<file path="config.mk">
export PLATFORM = sky130hd
export DESIGN_NAME = spgd_dac_ramp
export DESIGN_NICKNAME = d
export VERILOG_FILES = /design/src/rtl/spgd_dac_pkg.sv /design/src/rtl/spgd_tick_div.sv /design/src/rtl/spgd_dac_ramp.sv
export SDC_FILE = /design/constraint.sdc
export NUM_CORES = 1
export LEC_CHECK = 0
export BUFFER_PORTS_ARGS = -buffer_cell sky130_fd_sc_hd__buf_2
export CAP_MARGIN = 20
export CORE_ASPECT_RATIO = 0.6
export CORE_MARGIN = 1.5
export CORE_UTILIZATION = 60
export CTS_BUF_LIST = sky130_fd_sc_hd__clkbuf_16
export DETAILED_ROUTE_END_ITERATION = 10
export GPL_TIMING_DRIVEN = 0
export HOLD_SLACK_MARGIN = 0.12
export PLACE_DENSITY = 0.77
export SYNTH_ARGS = -nofsm -noshare
export SYNTH_HDL_FRONTEND = slang
export SYNTH_SLANG_ARGS = --single-unit
</file>
<file path="constraint.sdc">
create_clock -name clk -period 6.3 [get_ports clk]
set_clock_uncertainty 0.2 [all_clocks]
set_input_delay 0.315 -clock clk [delete_from_list [all_inputs] [get_ports clk]]
set_output_delay 0.315 -clock clk [all_outputs]
set_load 0.02 [all_outputs]
</file>
<file path="src/rtl/spgd_dac_pkg.sv">
// Shared widths, reset code and FSM state encoding for the SPGD DAC slew path.
package spgd_dac_pkg;

  localparam int DAC_WIDTH = 14;

  function automatic int unsigned midscale_of(input int unsigned width);
    return 32'd1 << (width - 1);
  endfunction

  localparam int unsigned MIDSCALE = midscale_of(DAC_WIDTH);

  localparam logic [1:0] IDLE   = 2'd0;
  localparam logic [1:0] RAMP   = 2'd1;
  localparam logic [1:0] SETTLE = 2'd2;

endpackage

</file>
<file path="src/rtl/spgd_tick_div.sv">
// Ramp-step prescaler: tick is high one cycle in TICK_DIV; clear restarts the count
// so the first tick lands exactly TICK_DIV edges after the clearing edge.
module spgd_tick_div #(
  parameter int TICK_DIV = 1
) (
  input  logic clk,
  input  logic rst,
  input  logic clear,
  output logic tick
);

  localparam int            CW   = (TICK_DIV > 1) ? $clog2(TICK_DIV) : 1;
  localparam logic [CW-1:0] LAST = CW'(TICK_DIV - 1);

  logic [CW-1:0] r_cnt;

  always_ff @(posedge clk or posedge rst) begin
    if (rst) begin
      r_cnt <= '0;
    end else if (clear || (r_cnt == LAST)) begin
      r_cnt <= '0;
    end else begin
      r_cnt <= r_cnt + 1'b1;
    end
  end

  assign tick = !clear && (r_cnt == LAST);

endmodule

</file>
<file path="src/rtl/spgd_dac_ramp.sv">
// Slews the DAC code toward an accepted offset-binary target in bounded steps, holds for
// settle_cycles, then pulses settled; new targets are only taken while idle (target_ready).
module spgd_dac_ramp
  import spgd_dac_pkg::*;
#(
  parameter int WIRE_WIDTH   = DAC_WIDTH,
  parameter int STEP_WIDTH   = 8,
  parameter int SETTLE_WIDTH = 16,
  parameter int TICK_DIV     = 1
) (
  input  logic                    clk,
  input  logic                    rst,
  input  logic [WIRE_WIDTH-1:0]   target_in,
  input  logic                    target_valid,
  output logic                    target_ready,
  input  logic [STEP_WIDTH-1:0]   step_size,
  input  logic [SETTLE_WIDTH-1:0] settle_cycles,
  output logic [WIRE_WIDTH-1:0]   data_out,
  output logic                    busy,
  output logic                    settled
);

  localparam int unsigned           MID_INT = (WIRE_WIDTH == DAC_WIDTH) ? MIDSCALE
                                                                         : midscale_of(WIRE_WIDTH);
  localparam logic [WIRE_WIDTH-1:0] MID     = WIRE_WIDTH'(MID_INT);

  logic [1:0]              r_state;
  logic [WIRE_WIDTH-1:0]   r_target;
  logic [STEP_WIDTH-1:0]   r_step;
  logic [SETTLE_WIDTH-1:0] r_settle;
  logic [SETTLE_WIDTH-1:0] r_cnt;
  logic [WIRE_WIDTH-1:0]   r_data;
  logic                    r_ready;
  logic                    r_busy;
  logic                    r_settled;

  logic                    w_accept;
  logic                    w_tick;
  logic                    w_close;
  logic                    w_settle_done;
  logic [1:0]              w_state_nxt;
  logic signed [WIRE_WIDTH:0] w_diff;
  logic [WIRE_WIDTH:0]     w_mag;
  logic [WIRE_WIDTH:0]     w_step_ext;
  logic [WIRE_WIDTH-1:0]   w_next_data;

  assign w_accept = target_valid && r_ready;

  spgd_tick_div #(
    .TICK_DIV (TICK_DIV)
  ) u_tick_div (
    .clk   (clk),
    .rst   (rst),
    .clear (w_accept),
    .tick  (w_tick)
  );

  // Both operands are zero-extended, so the difference cannot overflow and
  // the partial final step lands exactly on the target without wrapping.
  assign w_diff      = $signed({1'b0, r_target}) - $signed({1'b0, r_data});
  assign w_mag       = w_diff[WIRE_WIDTH] ? $unsigned(-w_diff) : $unsigned(w_diff);
  assign w_step_ext  = (WIRE_WIDTH + 1)'(r_step);
  assign w_close     = (w_mag <= w_step_ext);
  assign w_next_data = w_diff[WIRE_WIDTH] ? (r_data - w_step_ext[WIRE_WIDTH-1:0])
                                          : (r_data + w_step_ext[WIRE_WIDTH-1:0]);

  assign w_settle_done = (r_state == SETTLE) && !r_settled && (r_cnt == r_settle);

  always_comb begin
    w_state_nxt = r_state;
    case (r_state)
      IDLE:    if (w_accept)           w_state_nxt = RAMP;
      RAMP:    if (w_tick && w_close)  w_state_nxt = SETTLE;
      SETTLE:  if (r_settled)          w_state_nxt = IDLE;
      default:                         w_state_nxt = IDLE;
    endcase
  end

  always_ff @(posedge clk or posedge rst) begin
    if (rst) begin
      r_state   <= IDLE;
      r_ready   <= 1'b1;
      r_busy    <= 1'b0;
      r_settled <= 1'b0;
    end else begin
      r_state   <= w_state_nxt;
      r_ready   <= (w_state_nxt == IDLE);
      r_busy    <= (w_state_nxt != IDLE);
      r_settled <= w_settle_done;
    end
  end

  always_ff @(posedge clk or posedge rst) begin
    if (rst) begin
      r_target <= MID;
      r_step   <= STEP_WIDTH'(1);
      r_settle <= '0;
    end else if (w_accept) begin
      r_target <= target_in;
      r_step   <= (step_size == '0) ? STEP_WIDTH'(1) : step_size;
      r_settle <= settle_cycles;
    end
  end

  always_ff @(posedge clk or posedge rst) begin
    if (rst) begin
      r_data <= MID;
    end else if ((r_state == RAMP) && w_tick) begin
      r_data <= w_close ? r_target : w_next_data;
    end
  end

  // Counter holds at the match value while the settled pulse is out.
  always_ff @(posedge clk or posedge rst) begin
    if (rst) begin
      r_cnt <= '0;
    end else if (r_state != SETTLE) begin
      r_cnt <= '0;
    end else if (r_cnt != r_settle) begin
      r_cnt <= r_cnt + 1'b1;
    end
  end

  assign target_ready = r_ready;
  assign busy         = r_busy;
  assign settled      = r_settled;
  assign data_out     = r_data;

endmodule

</file>
Yosys cells after proc, flatten, opt, wreduce, memory -nomap -nowiden

Index checks and enable logic that the tools add are counted.

Register bits: 74
Input port bits: 41
Output and inout port bits: 17

$add $sub $neg: 6
Magnitude comparators: 1
Equality and inequality tests: 5
Muxes and demuxes: 11
Bitwise operators: 1
Reduce and logical (&&, ||, !) cells: 14

Operators by type and width:

| cell                                                                   | number |
|---|---|
| 16-bit two-way mux                                                     | 2 |
| 14-bit two-way mux                                                     | 2 |
| 16-bit by 1-bit adder with 16-bit output (second input constant)       | 1 |
| 16-bit equality test                                                   | 1 |
| 16-bit != test                                                         | 1 |
| 15-bit by 8-bit <= comparator with 1-bit output                        | 1 |
| 15-bit two-way mux                                                     | 1 |
| 15-bit negation                                                        | 1 |
| 14-bit by 14-bit subtractor with 15-bit output                         | 1 |
| 14-bit by 8-bit adder with 14-bit output                               | 1 |
| 14-bit by 8-bit subtractor with 14-bit output                          | 1 |
| 8-bit logical NOT                                                      | 1 |
| 8-bit two-way mux                                                      | 1 |
| 1-bit logical AND                                                      | 6 |
| 2-bit two-way mux                                                      | 3 |
| 2-bit case mux with 3 select lines                                     | 1 |
| 2-bit logical NOT                                                      | 2 |
| 2-bit nonzero test                                                     | 2 |
| 2-bit by 1-bit equality test with 1-bit output (second input constant) | 1 |
| 2-bit equality test (second input constant)                            | 1 |
| 1-bit logical NOT                                                      | 2 |
| 2-bit != test (second input constant)                                  | 1 |
| 1-bit adder (second input constant)                                    | 1 |
| 1-bit logical OR                                                       | 1 |
| other kinds (2)                                                        | 2 |

Depth between registers and ports, before layout

Word-level depth: 8
Gate-level depth with buffers: 25

By module

Synthesis repeated with hierarchy kept, for this count alone.

Cell total of the unflattened synthesis: 590
Area total of the unflattened synthesis: 5461.5 µm²

Modules (own cells, without submodules):

| module        | instances | cells an instance | area each (µm²) | seq. area each (µm²) |
|---|---|---|---|---|
| spgd_dac_ramp | 1         | 586               | 5425.2          | 1831.8 |
| spgd_tick_div | 1         | 4                 | 36.3            | 25.0 |

Worst setup path before layout

No wires, ideal clock.

Path kind: register to register
From: reg r_data[1], in the netlist data_out[1]
To: reg r_data[13], in the netlist data_out[13]
Setup time: 0.082 ns
Arrival time: 5.016 ns
Data required time: 6.018 ns
Slack: 1.003 ns
Cell stages (with the launch flop): 20
Path buffers: 1
Period minus slack after synthesis: 5.297 ns
Cell sequence: dfrtp_1 -> inv_1 -> fa_1 -> a211oi_2 -> o21a_1 -> o21ai_1 -> a311o_1 -> a31o_2 -> clkbuf_1 -> a21oi_1 -> ha_1 -> a21oi_1 -> o21bai_1 -> a2111oi_0 -> o31ai_1 -> o41ai_1 -> o21ai_0 -> xnor2_1 -> and3_1 -> a211o_1

Longest elaborated chain between the ends: 5
Elaborated cells on any way between the ends: 8

RTL lines:

| item                                            | line                 | RTL |
|---|---|---|
| start, declared                                 | spgd_dac_ramp.sv:32  | `logic [WIRE_WIDTH-1:0] r_data;` |
| start signal, assigned                          | spgd_dac_ramp.sv:109 | `r_data <= w_close ? r_target : w_next_data;` |
| 14-bit by 14-bit subtractor with 15-bit output  | spgd_dac_ramp.sv:60  | `assign w_diff = $signed({1'b0, r_target}) - $signed({1'b0, r_data});` |
| 15-bit negation                                 | spgd_dac_ramp.sv:61  | `assign w_mag = w_diff[WIRE_WIDTH] ? $unsigned(-w_diff) : $unsigned(w_diff);` |
| 15-bit two-way mux                              | spgd_dac_ramp.sv:61  |  |
| 15-bit by 8-bit <= comparator with 1-bit output | spgd_dac_ramp.sv:63  | `assign w_close = (w_mag <= w_step_ext);` |
| 14-bit two-way mux (*)                          | spgd_dac_ramp.sv:109 |  |

Mark *: on every way between the ends. The rest lies on a longest branch, timed or not.
A chain may end at the register's enable or synchronous reset.

Final worst setup path

From: reg r_target[0]
To: reg r_data[13], in the netlist data_out[13]

Longest elaborated chain between the ends: 5
Elaborated cells on any way between the ends: 6

RTL lines:

| item                                               | line                 | RTL |
|---|---|---|
| start, declared                                    | spgd_dac_ramp.sv:28  | `logic [WIRE_WIDTH-1:0] r_target;` |
| start signal, assigned                             | spgd_dac_ramp.sv:99  | `r_target <= target_in;` |
| 14-bit by 14-bit subtractor with 15-bit output (*) | spgd_dac_ramp.sv:60  |  |
| 15-bit negation                                    | spgd_dac_ramp.sv:61  |  |
| 15-bit two-way mux                                 | spgd_dac_ramp.sv:61  |  |
| 15-bit by 8-bit <= comparator with 1-bit output    | spgd_dac_ramp.sv:63  |  |
| 14-bit two-way mux (*)                             | spgd_dac_ramp.sv:109 |  |

Marked as above.

==> impl_metrics.toml <==
[status]
status = "completed"

[synthesis]
synth_seq_cells = 74
syn_area_um2 = 5200
yosys.area.top_type = "dfrtp_1"
synth.distinct_cells = 64
ys_warn_count = 0
synth_cells = 545
syn_avg_cell_area_um2 = 9.55
synth_nets = 626
synth_edf_count = 0
synth_area_leaders = "dfrtp_1 34%, ha_1 9.1%, mux2_2 8.0%"
synth_top_area_share = 0.337
ys_async_sr_fraction = 1.00
ys.flop_type = "dfrtp_1"
synth-seq-area-share = 0.357

[sta]
rsz0062_at_grt = "no"
hold_viol_final = 0
period_needed_ns = 5.96
tightestPinTransition_ns = 0.823
max_freq_ghz = 0.168
setup_violations = 0
fin_hold_ws_ns = 0.126
max_slew_margin = 0.452
slew_viol_final = 0
timing.final.crit_share = 0.946

[placement]
placed_cells = 715
place_hpwl_um = 9790
io_buffers = 57
gp_congestion = 0.891

[global_routing]
antenna_found_initial = 0
grt_overflow = 0
grt_util_all_layers = 0.319
grt_pass1_vias = 4320
grt_start_max_net_pins = 75
grt_first_pass_wirelength_um = 22000

[clock_tree]
clk_path_buf_depth = 2
cts_tree = "built"
cts.clk_slew.worst_paths_ns = 0.06
cts.htree.levels = 3
clockRootBuffer = "clkbuf_16"
cts_sinks = 74
cts_buffers = 9
clk_latency_ns = 0.35
cts_setup_buffers = 0

[setup_path]
path_buf_inv = 3
cpMaxStageDelayCell = "a2111oi_2"
crit_fanout = 10
crit_path_cell_trace = "inv_1, ha_1, inv_1, fa_1, a211oi_4, o21a_1, o21ai_1, a311o_1, a31o_2, clkbuf_1, a21oi_1, ha_1, a21oi_1, o21bai_1, a2111oi_2, o31ai_1, o41ai_2, o21ai_0, xnor2_1, and3_1, a211o_1"
worst_path_largest_cell_delay_ns = 0.57
r2r_cells = 21
path_class = "flop to flop"
rr_endpoint = "data_out[13]"
r2r_slack_ns = 0.34
r2r-start = "r_target[0]"
path_delay_family = "compound AO/OA/AOI/OAI gates"
startpoint_type = "flop"
arrival_ns = 6.03
end_kind = "flop"
required_ns = 6.38

[finish]
fin_nets = 734
area.growth.synth_to_final_pct = 22.3
num_antenna_cells = 0
post-route-util = 0.753
fin_cells = 770
drive_gt1_frac = 0.207
final_cell_mix = "70 x dfrtp_1, 59 x buf_2, 39 x dlygate4sd3_1"
final_common_cell = "dfrtp_1"

[floorplanning]
die-area_um2 = 9260
die_y_um = 75.1
coreArea_um2 = 8460
initial_core_util = 0.615
chipWidth_um = 123
ios = 58
rows = 26

[drt]
antenna_left = 0
drt_iter0_drc = 373
drc = 0
firstDrtPassIters = 5
vias = 4604
routed_wl_um = 13800
routedWlPerCell_um = 17.9
avgViaCountPerCell = 5.98

[worst_hold_path]
worstHoldEndpoint = "target_ready"
min_path_cells = 3
worstHoldPathType = "input port to flop"
min_from = "target_valid"

[flow_run]
maxCapViolations = 0
[cell type report]
class	instances	area [µm²]
multi-input combinational	417	3140
fill	602	2090
sequential	74	1860
timing repair buffer	97	703
clock buffer	9	225
inverter	39	149
tap	112	140
buffer	15	81.3
clock inverter	7	68.8
[per-layer routing]
metal	GRT usage	wire, µm	vias to the layer above
met5	0	0	-
met4	0.119	354	0
met3	0.0720	938	38
met2	0.454	5780	188
met1	0.474	6730	2212
li1	-	-	2166
[worst reg2reg max path: cells and delay by family, from the launching register on]
kind	cells	cell delay, ns
XOR/XNOR	1	0.17
AO/OA/AOI/OAI	13	3.64
adder cells (fa/ha/maj)	3	0.89
AND/OR/NAND/NOR	1	0.20
buffers and inverters	3	0.42
flip-flops	1	0.37
[registers in the layout, summed over array words and instances (netlist names)]
register / cells
r_target: 14
r_state: 2
r_settle: 16
r_cnt: 16
u_tick_div.r_cnt: 1
target_ready: 1
r_step: 8
busy: 1
data_out: 14
settled: 1
[worst max path at each step]
stage,cells after the start,end,from
2_1_floorplan,19,data_out[13],data_out[1]
3_3_place_gp,21,data_out[13],r_target[0]
3_5_place_dp,21,data_out[13],r_target[0]
4_1_cts,21,data_out[13],r_target[0]
5_1_grt,21,data_out[13],r_target[0]
6_report,21,data_out[13],r_target[0]
[metrics by stage]
stage	setup WS [ns]	area, µm²	TNS, ns
3_3_place_gp	0.0220	5630	0
6_report	0.343	6360	0
3_5_place_dp	-0.144	5660	-0.144
4_1_cts	0.186	6350	0
5_1_grt	0.0205	6360	0
2_1_floorplan	1.00	5200	0
[cell usage after synthesis (3+ instances only)]
library cell / count
a211o_1: 3
a211oi_1: 5
a21o_1: 6
a21oi_1: 24
a311o_1: 3
a31oi_1: 6
and2_1: 5
and3_1: 3
buf_1: 4
buf_6: 3
clkbuf_1: 6
dfrtp_1: 70
dfstp_2: 4
ha_1: 38
inv_1: 39
mux2_2: 37
mux2i_1: 14
nand2_1: 38
nand2b_1: 3
nand3_1: 11
nand4_1: 4
nor2_1: 35
nor3_1: 12
nor4_1: 10
o21ai_0: 24
o21ai_1: 18
o21bai_1: 3
o31ai_1: 5
or3_1: 9
xnor2_1: 30
xor2_1: 27
[what timing repair did]
action                                  CTS  global route
endpoints found under the setup margin    1             1
hold buffers                             39             0
resized for setup                         2             2
hold endpoints to repair                108             0
[cell families after synthesis]
logic type | after synthesis | synth area share
AOI/OAI and AO/OA | 120 | 0.149
xor gates and xnor gates | 58 | 0.0991
adders and majority gates | 40 | 0.0991
buffers and inverters | 54 | 0.0438
DFF | 74 | 0.357
muxes | 52 | 0.110
other | 1 | 0.000721
and+or+nand+nor | 146 | 0.142
Power is left out: the tool's default activity adds up to more than one toggle a clock period on the data nets, which glitch-free logic cannot reach.
